===== src/rtl/datamem_arbiter.sv =====
// Two-port round-robin arbiter and access sequencer for the data memory.
// Latches one winning command, strobes the memory for MEM_LAT cycles, then acks.
module datamem_arbiter #(
  parameter int unsigned DATA_W  = 32,
  parameter int unsigned DEPTH   = 512,
  parameter int unsigned MEM_LAT = 1
) (
  input  logic              clk,
  input  logic              rst_n,
  input  logic              req0,
  input  logic              req1,
  input  logic              we0,
  input  logic              we1,
  input  logic [DATA_W-1:0] addr0,
  input  logic [DATA_W-1:0] addr1,
  input  logic [DATA_W-1:0] wdata0,
  input  logic [DATA_W-1:0] wdata1,
  output logic              ack0,
  output logic              ack1,
  output logic [DATA_W-1:0] rdata,
  output logic              err,
  output logic              busy,
  output logic              MemRead,
  output logic              MemWrite,
  output logic [DATA_W-1:0] Addr,
  output logic [DATA_W-1:0] Wdata,
  input  logic [DATA_W-1:0] Rdata
);

  typedef enum logic [1:0] {IDLE, ACCESS, DONE} state_t;

  localparam logic [3:0] LAT_M1 = 4'(MEM_LAT - 1);

  state_t              state_q;
  logic                cmd_port_q;
  logic                last_grant_q;
  logic [3:0]          cnt_q;
  logic [DATA_W-1:0]   addr_q;
  logic [DATA_W-1:0]   wdata_q;
  logic [DATA_W-1:0]   rdata_q;
  logic                err_q;
  logic                ack0_q;
  logic                ack1_q;
  logic                mem_rd_q;
  logic                mem_wr_q;

  logic                grant_d;
  logic                sel_we_d;
  logic [DATA_W-1:0]   sel_addr_d;
  logic [DATA_W-1:0]   sel_wdata_d;
  logic                in_range_d;

  // On a tie the port that was not served last wins.
  always_comb begin
    grant_d     = (req0 && req1) ? ~last_grant_q : req1;
    sel_we_d    = grant_d ? we1    : we0;
    sel_addr_d  = grant_d ? addr1  : addr0;
    sel_wdata_d = grant_d ? wdata1 : wdata0;
    in_range_d  = sel_addr_d < DATA_W'(DEPTH);
  end

  always_ff @(posedge clk or negedge rst_n) begin
    if (!rst_n) begin
      state_q      <= IDLE;
      cmd_port_q   <= 1'b0;
      last_grant_q <= 1'b1;
      cnt_q        <= '0;
      addr_q       <= '0;
      wdata_q      <= '0;
      rdata_q      <= '0;
      err_q        <= 1'b0;
      ack0_q       <= 1'b0;
      ack1_q       <= 1'b0;
      mem_rd_q     <= 1'b0;
      mem_wr_q     <= 1'b0;
    end else begin
      case (state_q)
        IDLE: begin
          if (req0 || req1) begin
            cmd_port_q <= grant_d;
            addr_q     <= sel_addr_d;
            wdata_q    <= sel_wdata_d;
            err_q      <= ~in_range_d;
            mem_rd_q   <= in_range_d & ~sel_we_d;
            mem_wr_q   <= in_range_d & sel_we_d;
            cnt_q      <= LAT_M1;
            state_q    <= ACCESS;
          end
        end
        ACCESS: begin
          if (cnt_q == 4'd0) begin
            mem_rd_q <= 1'b0;
            mem_wr_q <= 1'b0;
            // mem_rd_q is set only for an in-range read, so writes and rejects return 0.
            rdata_q  <= mem_rd_q ? Rdata : '0;
            ack0_q   <= ~cmd_port_q;
            ack1_q   <= cmd_port_q;
            state_q  <= DONE;
          end else begin
            cnt_q <= cnt_q - 4'd1;
          end
        end
        DONE: begin
          ack0_q       <= 1'b0;
          ack1_q       <= 1'b0;
          last_grant_q <= cmd_port_q;
          state_q      <= IDLE;
        end
        default: state_q <= IDLE;
      endcase
    end
  end

  assign ack0     = ack0_q;
  assign ack1     = ack1_q;
  assign rdata    = rdata_q;
  assign err      = err_q;
  assign busy     = (state_q != IDLE);
  assign MemRead  = mem_rd_q;
  assign MemWrite = mem_wr_q;
  assign Addr     = addr_q;
  assign Wdata    = wdata_q;

endmodule


===== config.mk =====
export PLATFORM = sky130hd
export DESIGN_NAME = datamem_arbiter
export DESIGN_NICKNAME = d
export VERILOG_FILES = /design/src/rtl/datamem_arbiter.sv
export SDC_FILE = /design/constraint.sdc
export NUM_CORES = 1
export LEC_CHECK = 0
export ABC_AREA = 1
export CORE_UTILIZATION = 39
export CTS_BUF_LIST = sky130_fd_sc_hd__clkbuf_16
export CTS_CLUSTER_SIZE = 12
export DETAILED_ROUTE_END_ITERATION = 7
export GPL_TIMING_DRIVEN = 0
export MAX_ROUTING_LAYER = met4
export PLACE_DENSITY = 0.81
export SYNTH_ARGS = -nofsm -noshare
export SYNTH_HDL_FRONTEND = slang
export SYNTH_SLANG_ARGS = --single-unit
export TNS_END_PERCENT = 5

===== constraint.sdc =====
create_clock -name clk -period 1.75 [get_ports clk]
set_input_delay 0.175 -clock clk [delete_from_list [all_inputs] [get_ports clk]]
set_output_delay 0.175 -clock clk [all_outputs]
set_load 0.005 [all_outputs]

# Yosys cells after proc, flatten, opt, wreduce, memory -nomap -nowiden
# Cells that the tools add are included.
# Widths: inputs -> output; s select.
# op_classes
add_sub_neg,1
n_bitwise,6
eq_ne,5
mux,20
n_lt_le_gt_ge,1
n_reduce_logical,13
# op_table
op,count
$mux 32,3
$lt 32x10->1 const B,1
$mux 4,2
$pmux 1 s2,4
$pmux 4 s2,1
$reduce_and 2->1,4
$mux 1,7
$ne 2x2->1 const B,3
$reduce_and 3->1,2
$reduce_bool 2->1,3
$logic_not 4->1,1
$mux 2,2
$not 1->1,4
$pmux 2 s2,1
$sub 4x1->4 const B,1
$and 1x1->1,2
$eq 2x1->1 const B,1
$eq 2x2->1 const B,1
$logic_not 2->1,1
$logic_and 1x1->1,1
$logic_or 1x1->1,1
# word_totals
inputBits,166
output_inout_bits,102
reg_bits,109
elab_cells,58

# Logic depth before layout (Yosys ltp)
# depth
word_depth,7
depth_mapped,11
mapped_depth_nobuf,11

# Worst setup path before layout
# No wires, ideal clock.
# synth_path
kind,reg2reg
startpoint,register cnt_q[0]
endpoint,register rdata_q[10] (netlist: rdata[10])
setup_slack_ns,0.206
setup_ns,0.118
arrival_ns,1.426
period_less_slack_ns,1.544
n_path_buf,1
stages_incl_launch_ff,9
cell_sequence,dfrtp_1 > inv_1 > ha_1 > nand3_1 > nor3_2 > inv_2 > clkbuf_1 > nand2_1 > nand2_1
# synth_between
elab_chain_len,2
# synth_lines
element,line,source
start: declaration,37,logic [3:0] cnt_q;
start signal: assignment,100,cnt_q <= cnt_q - 4'd1;
$logic_not 4->1,91,if (cnt_q == 4'd0) begin
$reduce_and 2->1 (no source line),--,
end signal: assignment,95,rdata_q <= mem_rd_q ? Rdata : '0;
end: declaration,40,logic [DATA_W-1:0] rdata_q;
# No other way between the ends.
# A chain may end at the register's enable or synchronous reset.

# Worst setup path after layout
# layout_path
startpoint,register last_grant_q
endpoint,register wdata_q[27] (netlist: Wdata[27])
# layout_between
elab_chain_len,3
# layout_lines
element,line,source
start: declaration,36,logic last_grant_q;
start signal: assignment,106,last_grant_q <= cmd_port_q;
$not 1->1,55,grant_d = (req0 && req1) ? ~last_grant_q : req1;
$mux 1,55,
$mux 32,58,sel_wdata_d = grant_d ? wdata1 : wdata0;
end signal: assignment,82,wdata_q <= sel_wdata_d;
end: declaration,39,logic [DATA_W-1:0] wdata_q;
# No other way between the ends.

==> results.json <==
{
  "slowest_delay_ps": 530,
  "layout_worst_path_cycle_share_pct": 98.4,
  "design_power_total_mw": 10.8,
  "grt_max_degree": 70,
  "min_path_type": "in2async",
  "wl_per_cell_um": 15.4,
  "stdcell_area_mm2": 0.00824,
  "syn_area_mm2": 0.00490,
  "yosysSeqAreaShare_pct": 55.7,
  "critPathRequiredTime_ps": 1990,
  "clk_latency_ps": 350,
  "slew_headroom_pct": 62.2,
  "period_needed_ps": 1720,
  "status": "completed",
  "syn_to_final_growth_pct": 68.1,
  "layout.cells.non_filler": 1061,
  "antenna_found_initial": 0,
  "via_per_inst": 4.91,
  "avgSynthCellArea_um2": 8.10,
  "place_inst": 1041,
  "drt_iter0_markers": 317,
  "die_w_um": 114,
  "cts_buffers": 9,
  "routabilityCongestion": 0.835,
  "routed_wl_um": 16400,
  "grt_setup_unrepaired": "yes",
  "layout_commonest_cell": "clkdlybuf4s50_1",
  "grt_pass1_wl_um": 25300,
  "path_class": "reg2reg",
  "drive_gt1_share_pct": 6.49,
  "synth_top_area_share_pct": 55.2,
  "hold_viol_final": 0,
  "nets": 1056,
  "final_util_pct": 68.0,
  "ios": 268,
  "clock-sinks": 109,
  "clkTransAtPathRegs_ps": 70,
  "htreeDepth": 3,
  "drc_errors": 0,
  "synthCells": 605,
  "yosys.area.top_type": "dfrtp_1",
  "grt_use_total_pct": 26.3,
  "start_util_pct": 40.5,
  "ant_nets": 0,
  "die_height_um": 114,
  "maxCapViolations": 0,
  "ys_warn_count": 0,
  "fmax_mhz": 581,
  "syn_nets": 773,
  "netlist_top_cells_area": "dfrtp_1, nand2_1, o21ai_0, nor2_1, nand3_1",
  "worstSetupEndpointType": "register",
  "die_area_mm2": 0.0130,
  "crit_chain": "nand2_1, nand2_4, clkinvlp_4, buf_12, clkbuf_1, o21ai_0, o21ai_1",
  "worstPathArrival_ps": 1960,
  "start_kind": "register",
  "final_cell_mix": "clkdlybuf4s50_1, nand2_1, dfrtp_1",
  "critPathLaunch": "last_grant_q",
  "grt_pass1_vias": 5075,
  "drt_first_pass_iters": 5,
  "finalSetupViolCount": 0,
  "worst_slew_pin_slew_ps": 567,
  "dp_hpwl_um": 12200,
  "clock_path_buffers": 2,
  "cp_max_fo": 10,
  "numPortBuffers": 267,
  "n_antenna_cell": 0,
  "vias": 5212,
  "path_buf_inv": 3,
  "synth_seq_cells": 109,
  "core.rowCount": 40,
  "timing.rr.start": "last_grant_q",
  "cts-root-buf": "clkbuf_16",
  "cts_tree": "yes",
  "skew_ps": 7.46,
  "yosysUniqueCellTypes": 21,
  "p_per_area_mw_per_mm2": 1320,
  "core-area_mm2": 0.0121,
  "slowest_stage": "dfstp_2",
  "p_leak_nw": 3.72,
  "grt-ovfl-total": 0,
  "post_dp_cell_area_mm2": 0.00781,
  "slew_violations": 0,
  "crit_family": "flip-flops",
  "ir_worst_vdd_uv": 669
}
per-stage QoR:
step | hold WS [ps] | worst slack (ps) | TNS (ps)
after floorplan | -121 | 206 | 0
after global placement | 462 | -3780 | -427520
after detailed placement | 202 | -314 | -19450
after CTS | 361 | -21.4 | -26.8
after global routing | 384 | -124 | -1410
final | 372 | 27.7 | 0
repair_timing:
item | CTS | global route
gates resized for setup | 9 | 41
buffers inserted | 2 | 2
hold endpoints to repair | 40 | 0
pin swaps | 1 | 1
hold buffers | 1 | 0
setup endpoints to repair | 89 | 78
cell type report:
type / count / area (µm²)
Buffer: 38 / 196
Clock buffer: 9 / 225
Clock inverter: 7 / 80.1
Fill cell: 1035 / 3880
Inverter: 15 / 60.1
Multi-Input combinational cell: 442 / 1980
Sequential cell: 109 / 2730
Tap cell: 168 / 210
Timing Repair Buffer: 273 / 2750
metal layers:
layer	global-route usage [%]	wire (µm)	vias up
met5	-	0	-
met4	13.1	583	0
met3	5.08	932	51
met2	42.7	8010	214
met1	31.4	6840	2389
li1	-	-	2558
synth_stat cells (all sizes together):
cell type    n
a21oi        2
a31oi       20
buf         18
clkbuf      21
dfrtp      108
dfstp        1
ha           2
inv         15
nand2      181
nand3       55
nand3b       3
nand4        2
nor2        80
nor3         3
o21ai       94
report_power, final:
group	switching, mW	internal [mW]
logic	2.32	2.53
clock network	0.978	1.13
registers	0.488	3.39
flip-flops by register name (all words and copies together) (netlist names):
| name | count |
|---|---|
| Addr | 32 |
| MemRead | 1 |
| MemWrite | 1 |
| Wdata | 32 |
| ack0 | 1 |
| ack1 | 1 |
| cmd_port_q | 1 |
| cnt_q | 4 |
| err | 1 |
| last_grant_q | 1 |
| rdata | 32 |
| state_q | 2 |
kinds of logic (layout without fill, tap and decap cells):
logic type               count (synthesis)  in the layout  synth area share, %
AO/OA/AOI/OAI                          116            116                 12.4
AND/OR/NAND/NOR                        324            324                 26.8
adder cells (fa/ha/maj)                  2              2                0.511
buffers and inverters                   54            342                 4.57
flip-flops                             109            109                 55.7
final timing paths:
| kind | endpoint | cells past startpoint | slack [ps] |
|---|---|---|---|
| setup / recovery | Wdata[27] | 7 | 30 |
| hold / removal | rdata[10] | 2 | 370 |
| setup reg to reg | Wdata[27] | 7 | 30 |
| hold reg to reg | rdata[4] | 2 | 480 |
| max in group asynchronous | last_grant_q | 3 | 620 |
| min in group clk | rdata[23] | 3 | 370 |
(Power assumes the default switching activity.)
